==> src/rtl/mpmc10_pkg.sv <==
// ============================================================================
// Module : mpmc10_pkg
// Brief  : Shared sequencer state type and MIG command encodings.
// Rev    : 1.0
// ============================================================================
`default_nettype none

package mpmc10_pkg;

    localparam logic [2:0] CMD_WRITE = 3'b000;
    localparam logic [2:0] CMD_READ  = 3'b001;

    typedef enum logic [2:0] {
        ST_IDLE    = 3'd0,
        ST_WR_DATA = 3'd1,
        ST_WR_CMD  = 3'd2,
        ST_RD_CMD  = 3'd3,
        ST_RD_WAIT = 3'd4,
        ST_DONE    = 3'd5
    } mpmc10_seq_state_t;

endpackage

`default_nettype wire

==> src/rtl/mpmc10_strip_addr_gen.sv <==
// ============================================================================
// Module : mpmc10_strip_addr_gen
// Brief  : Strip address/index generator with last-strip flag.
// Rev    : 1.0
// ============================================================================
`default_nettype none

module mpmc10_strip_addr_gen #(
    parameter int ADDR_W     = 29,
    parameter int STRIP_STEP = 8
) (
    input  logic              clk,
    input  logic              rst,
    input  logic              load_i,
    input  logic [ADDR_W-1:0] base_i,
    input  logic [5:0]        last_idx_i,
    input  logic              advance_i,
    output logic [ADDR_W-1:0] addr_o,
    output logic [5:0]        last_idx_o,
    output logic              last_o
);

    localparam logic [ADDR_W-1:0] C_STEP = ADDR_W'(STRIP_STEP);

    logic [ADDR_W-1:0] addr_q;
    logic [5:0]        cnt_q;
    logic [5:0]        last_idx_q;

    // Address addition wraps modulo 2^ADDR_W by construction.
    always_ff @(posedge clk or posedge rst) begin
        if (rst) begin
            addr_q     <= '0;
            cnt_q      <= '0;
            last_idx_q <= '0;
        end else if (load_i) begin
            addr_q     <= base_i;
            cnt_q      <= '0;
            last_idx_q <= last_idx_i;
        end else if (advance_i) begin
            addr_q <= addr_q + C_STEP;
            cnt_q  <= cnt_q + 6'd1;
        end
    end

    assign addr_o     = addr_q;
    assign last_idx_o = last_idx_q;
    assign last_o     = (cnt_q == last_idx_q);

endmodule

`default_nettype wire

==> src/rtl/mpmc10_strip_seq.sv <==
// ============================================================================
// Module : mpmc10_strip_seq
// Brief  : Multi-strip MIG read/write command sequencer.
// Rev    : 1.0
// ============================================================================
`default_nettype none

module mpmc10_strip_seq
    import mpmc10_pkg::*;
#(
    parameter int ADDR_W     = 29,
    parameter int STRIP_STEP = 8
) (
    input  logic              clk,
    input  logic              rst,
    input  logic              req,
    input  logic              we,
    input  logic [ADDR_W-1:0] adr,
    input  logic [5:0]        num_strips,
    input  logic [127:0]      wdata,
    input  logic [15:0]       wmask,
    output logic              wnext,
    input  logic              app_rdy,
    input  logic              app_wdf_rdy,
    input  logic              app_rd_data_valid,
    input  logic [127:0]      app_rd_data,
    output logic              app_en,
    output logic              app_wdf_wren,
    output logic              app_wdf_end,
    output logic [2:0]        app_cmd,
    output logic [ADDR_W-1:0] app_addr,
    output logic [127:0]      app_wdf_data,
    output logic [15:0]       app_wdf_mask,
    output logic [127:0]      rdata,
    output logic              rdata_vld,
    output logic [5:0]        rdata_idx,
    output logic              busy,
    output logic              done
);

    mpmc10_seq_state_t state_q, state_d;

    logic              wnext_q, wnext_d;
    logic [5:0]        rd_cnt_q, rd_cnt_d;
    logic [127:0]      rdata_q, rdata_d;
    logic [5:0]        rdata_idx_q, rdata_idx_d;
    logic              rdata_vld_q, rdata_vld_d;
    logic              w_load, w_advance, w_last, w_rd_beat;
    logic [ADDR_W-1:0] w_addr;
    logic [5:0]        w_num;

    mpmc10_strip_addr_gen #(
        .ADDR_W     (ADDR_W),
        .STRIP_STEP (STRIP_STEP)
    ) u_addr_gen (
        .clk        (clk),
        .rst        (rst),
        .load_i     (w_load),
        .base_i     (adr),
        .last_idx_i (num_strips),
        .advance_i  (w_advance),
        .addr_o     (w_addr),
        .last_idx_o (w_num),
        .last_o     (w_last)
    );

    assign w_rd_beat = app_rd_data_valid &&
                       ((state_q == ST_RD_CMD) || (state_q == ST_RD_WAIT));

    always_ff @(posedge clk or posedge rst) begin
        if (rst) begin
            state_q     <= ST_IDLE;
            wnext_q     <= 1'b0;
            rd_cnt_q    <= '0;
            rdata_q     <= '0;
            rdata_idx_q <= '0;
            rdata_vld_q <= 1'b0;
        end else begin
            state_q     <= state_d;
            wnext_q     <= wnext_d;
            rd_cnt_q    <= rd_cnt_d;
            rdata_q     <= rdata_d;
            rdata_idx_q <= rdata_idx_d;
            rdata_vld_q <= rdata_vld_d;
        end
    end

    always_comb begin
        state_d     = state_q;
        w_load      = 1'b0;
        w_advance   = 1'b0;
        wnext_d     = 1'b0;
        rd_cnt_d    = rd_cnt_q;
        rdata_d     = rdata_q;
        rdata_idx_d = rdata_idx_q;
        rdata_vld_d = 1'b0;

        if (w_rd_beat) begin
            rdata_d     = app_rd_data;
            rdata_idx_d = rd_cnt_q;
            rdata_vld_d = 1'b1;
            rd_cnt_d    = rd_cnt_q + 6'd1;
        end

        case (state_q)
            ST_IDLE: begin
                if (req) begin
                    w_load   = 1'b1;
                    rd_cnt_d = '0;
                    state_d  = we ? ST_WR_DATA : ST_RD_CMD;
                end
            end
            ST_WR_DATA: begin
                if (app_wdf_rdy) begin
                    wnext_d = 1'b1;
                    state_d = ST_WR_CMD;
                end
            end
            ST_WR_CMD: begin
                if (app_rdy) begin
                    if (w_last) begin
                        state_d = ST_DONE;
                    end else begin
                        w_advance = 1'b1;
                        state_d   = ST_WR_DATA;
                    end
                end
            end
            ST_RD_CMD: begin
                if (app_rdy) begin
                    if (w_last) begin
                        state_d = ST_RD_WAIT;
                    end else begin
                        w_advance = 1'b1;
                    end
                end
            end
            ST_RD_WAIT: begin
                if (w_rd_beat && (rd_cnt_q == w_num)) begin
                    state_d = ST_DONE;
                end
            end
            ST_DONE: begin
                state_d = ST_IDLE;
            end
            default: begin
                state_d = ST_IDLE;
            end
        endcase
    end

    // Strobes decode straight from the state register, so an async reset clears them at once.
    assign app_en       = (state_q == ST_WR_CMD) || (state_q == ST_RD_CMD);
    assign app_cmd      = (state_q == ST_RD_CMD) ? CMD_READ : CMD_WRITE;
    assign app_addr     = app_en ? w_addr : '0;
    assign app_wdf_wren = (state_q == ST_WR_DATA);
    assign app_wdf_end  = (state_q == ST_WR_DATA);
    assign app_wdf_data = app_wdf_wren ? wdata : '0;
    assign app_wdf_mask = app_wdf_wren ? wmask : '0;
    assign wnext        = wnext_q;
    assign rdata        = rdata_q;
    assign rdata_idx    = rdata_idx_q;
    assign rdata_vld    = rdata_vld_q;
    assign busy         = (state_q != ST_IDLE);
    assign done         = (state_q == ST_DONE);

endmodule

`default_nettype wire

==> config.mk <==
export PLATFORM = sky130hd
export DESIGN_NAME = mpmc10_strip_seq
export DESIGN_NICKNAME = d
export VERILOG_FILES = /design/src/rtl/mpmc10_pkg.sv /design/src/rtl/mpmc10_strip_addr_gen.sv /design/src/rtl/mpmc10_strip_seq.sv
export SDC_FILE = /design/constraint.sdc
export NUM_CORES = 1
export LEC_CHECK = 0
export ABC_AREA = 0
export BUFFER_PORTS_ARGS = -buffer_cell sky130_fd_sc_hd__buf_2
export CAP_MARGIN = 40
export CELL_PAD_IN_SITES_DETAIL_PLACEMENT = 0
export CELL_PAD_IN_SITES_GLOBAL_PLACEMENT = 1
export CORE_AREA = 3 3 247 249
export DETAILED_ROUTE_END_ITERATION = 8
export DIE_AREA = 0 0 250 252
export GPL_ROUTABILITY_DRIVEN = 0
export HOLD_SLACK_MARGIN = 0.1
export PLACE_DENSITY_LB_ADDON = 0.25
export SLEW_MARGIN = 20
export SYNTH_ARGS = -nofsm -noshare
export SYNTH_HDL_FRONTEND = slang
export SYNTH_SLANG_ARGS = --single-unit
==> constraint.sdc <==
create_clock -name clk -period 7.3 [get_ports clk]
set_clock_uncertainty 0.05 [all_clocks]
set_input_delay 1.095 -clock clk [delete_from_list [all_inputs] [get_ports clk]]
set_output_delay 1.095 -clock clk [all_outputs]
set_load 0.03 [all_outputs]
==> metrics.cfg <==
[run_status]
status=complete, no violations

[critical_path]
start_kind=register
r2r_cells=9
arrival_ps=2600
r2r-end=rdata[98]
r2r_start=state_q[2]
ff2ff_setup_slack_ps=4160
critPathRequiredTime_ps=6150
crit_fanout=118
cp-end-kind=output pin
critPathKind=register to output pin

[job]
maxCapViolCount=0

[synthesis]
synth-edff-count=0
synthCells=1087
syn_area_per_cell_um2=8.39
ys_seq_area_share_pct=51.0
yosysUniqueCellTypes=61
ys.flop_type=dfrtp_1
synth-async-reset-ratio_pct=100
synth_area_um2=9130
yosys_warnings=0
synth_seq_cells=186

[global_routing]
antenna_found_initial=47
grt_overflow=0
grt_pass1_vias=9504
grt_pass1_wl_mm=68.1
grtUsageTotal_pct=14.8
grt_max_degree=119

[die]
die_width_um=250
row_count=89
start_util_pct=15.5
ios=631
die_y_um=252
die_area_um2=63000
coreArea_um2=58900

[min_path]
hp-class=register to register
worstHoldPathCells=2
hold_end=rdata[114]
hp-start=rdata[114]

[timing]
period_share_pct=51.3
slew_headroom_pct=51.2
worst_pin_slew_ps=732
timing.final.ws_setup_ps=3560
rsz0062_at_grt=no
setup_violations=0
tns_ps=0
hold_violations=0
drv_slew=0
min_period_ps=3740
max_freq_mhz=267

[cells_and_area]
final_cell_mix=buf_2, nand2_1, dfrtp_1
nNetsFinal=2000
layout_commonest_cell=buf_2
final_cells=2489
drive_above_1_share_pct=40.6
syn2layout_area_growth_pct=51.7

[route]
drc_errors=0
dr.pass1.iters=5
final_antenna_net_count=0
vias_per_cell=3.85
drt_iter0_markers=638
routedWlPerCell_um=19.5
num_vias=9590
routed_wl_mm=48.5

[clocking]
htreeDepth=4
cts.repair.resized=0
cts_tree=done
cts-buffers-inserted=17
cts_root_buf=clkbuf_16
clk_latency_ps=470
cts.reportedPaths.clkPinSlew_ps=80
clock_path_buffers=2
post_cts_buffers=0
clkSinkCount=186
holdBufCountCts=0

[pwr]
p_per_area_nw_per_um2=460
p_leak_uw=0.00767
ir_drop_v=0.000235

[placement]
dp_hpwl_mm=39.1
place_inst=2435
pre_cts_slack_ps=3950
io_buffers=628

[how the worst max path moves through the flow]
stage | end | slack (ps) | cells past startpoint | from
after floorplan | rd_cnt_q[0] | 1100 | 1 | rst
after global placement | rdata[100] | 3820 | 7 | app_rd_data_valid
after detailed placement | rdata[99] | 3950 | 8 | app_rd_data_valid
after CTS | app_wdf_data[79] | 3560 | 6 | state_q[2]
after global routing | app_wdf_data[79] | 3410 | 6 | state_q[2]
final | app_wdf_data[79] | 3560 | 6 | state_q[2]
[report_power, final]
part           internal (uW)  switching [uW]
sequential              1510             367
clock                    495             491
combinational           1010            2490
total                   3010            3350
[synth_stat cells (all sizes together) (8+ instances only)]
| cell | count | share of area (%) |
|---|---|---|
| nor3 | 9 | 0.49 |
| inv | 9 | 0.37 |
| a31oi | 8 | 0.55 |
| clkbuf | 47 | 1.9 |
| dfrtp | 186 | 51 |
| nand3 | 11 | 0.66 |
| nor2 | 24 | 0.99 |
| nand2 | 460 | 19 |
| buf | 23 | 1.5 |
| o21ai | 18 | 1.0 |
| xnor2 | 18 | 1.7 |
| nand4 | 13 | 0.96 |
| and2 | 173 | 12 |
| xor2 | 11 | 1.1 |
[flip-flops by register name, indices dropped and copies added (netlist names)]
| register | flops |
|---|---|
| rdata_vld | 1 |
| rdata | 128 |
| u_addr_gen.last_idx_o | 6 |
| rdata_idx | 6 |
| state_q | 3 |
| u_addr_gen.cnt_q | 6 |
| wnext | 1 |
| rd_cnt_q | 6 |
| u_addr_gen.addr_o | 29 |
[cell families after synthesis]
family / Yosys count / synth area share (%)
AND/OR/NAND/NOR: 719 / 36.4
AO/OA/AOI/OAI: 65 / 4.98
flip-flops: 186 / 51.0
buffers and inverters: 79 / 3.84
adder cells (fa/ha/maj): 3 / 0.411
multiplexers: 5 / 0.548
other: 1 / 0.0411
XOR/XNOR: 29 / 2.78
[worst max-delay path, stage by stage (launching register included)]
cell and delay [ps]:
dfrtp_1 570, nand2b_1 310, nor2_4 100, buf_4 290, buf_16 300, and2_1 230
buf_2 220
[final cells by class]
| cell class | instances | area [um2] |
|---|---|---|
| clock buffers | 18 | 429 |
| multi-input cells | 823 | 4140 |
| clock inverters | 14 | 180 |
| flip-flops and latches | 186 | 4650 |
| well taps | 773 | 967 |
| diodes | 20 | 50.0 |
| inverters | 9 | 43.8 |
| fillers | 6625 | 45100 |
| repair buffers | 646 | 3380 |
[layer usage]
| metal | wire length (um) | track usage [%] | share of wire, % | up-vias |
|---|---|---|---|---|
| li1 | - | - | - | 4660 |
| met5 | 208 | 0 | 0.43 | - |
| met4 | 410 | 3.16 | 0.85 | 34 |
| met3 | 6750 | 10.7 | 14 | 55 |
| met1 | 21200 | 18.8 | 44 | 4437 |
| met2 | 19900 | 20.1 | 41 | 404 |
[metrics by stage]
stage               power, uW  hold slack (ps)  cell area (um2)  util, %
floorplan                4190              387             9130        -
global placement         5390              404            13000     22.1
detailed placement       5420              407            13100     22.3
CTS                      6450              426            13700     23.3
global route             6810              440            13800     23.4
finish                   6360              418            13800     23.5
(Power assumes the default switching activity.)
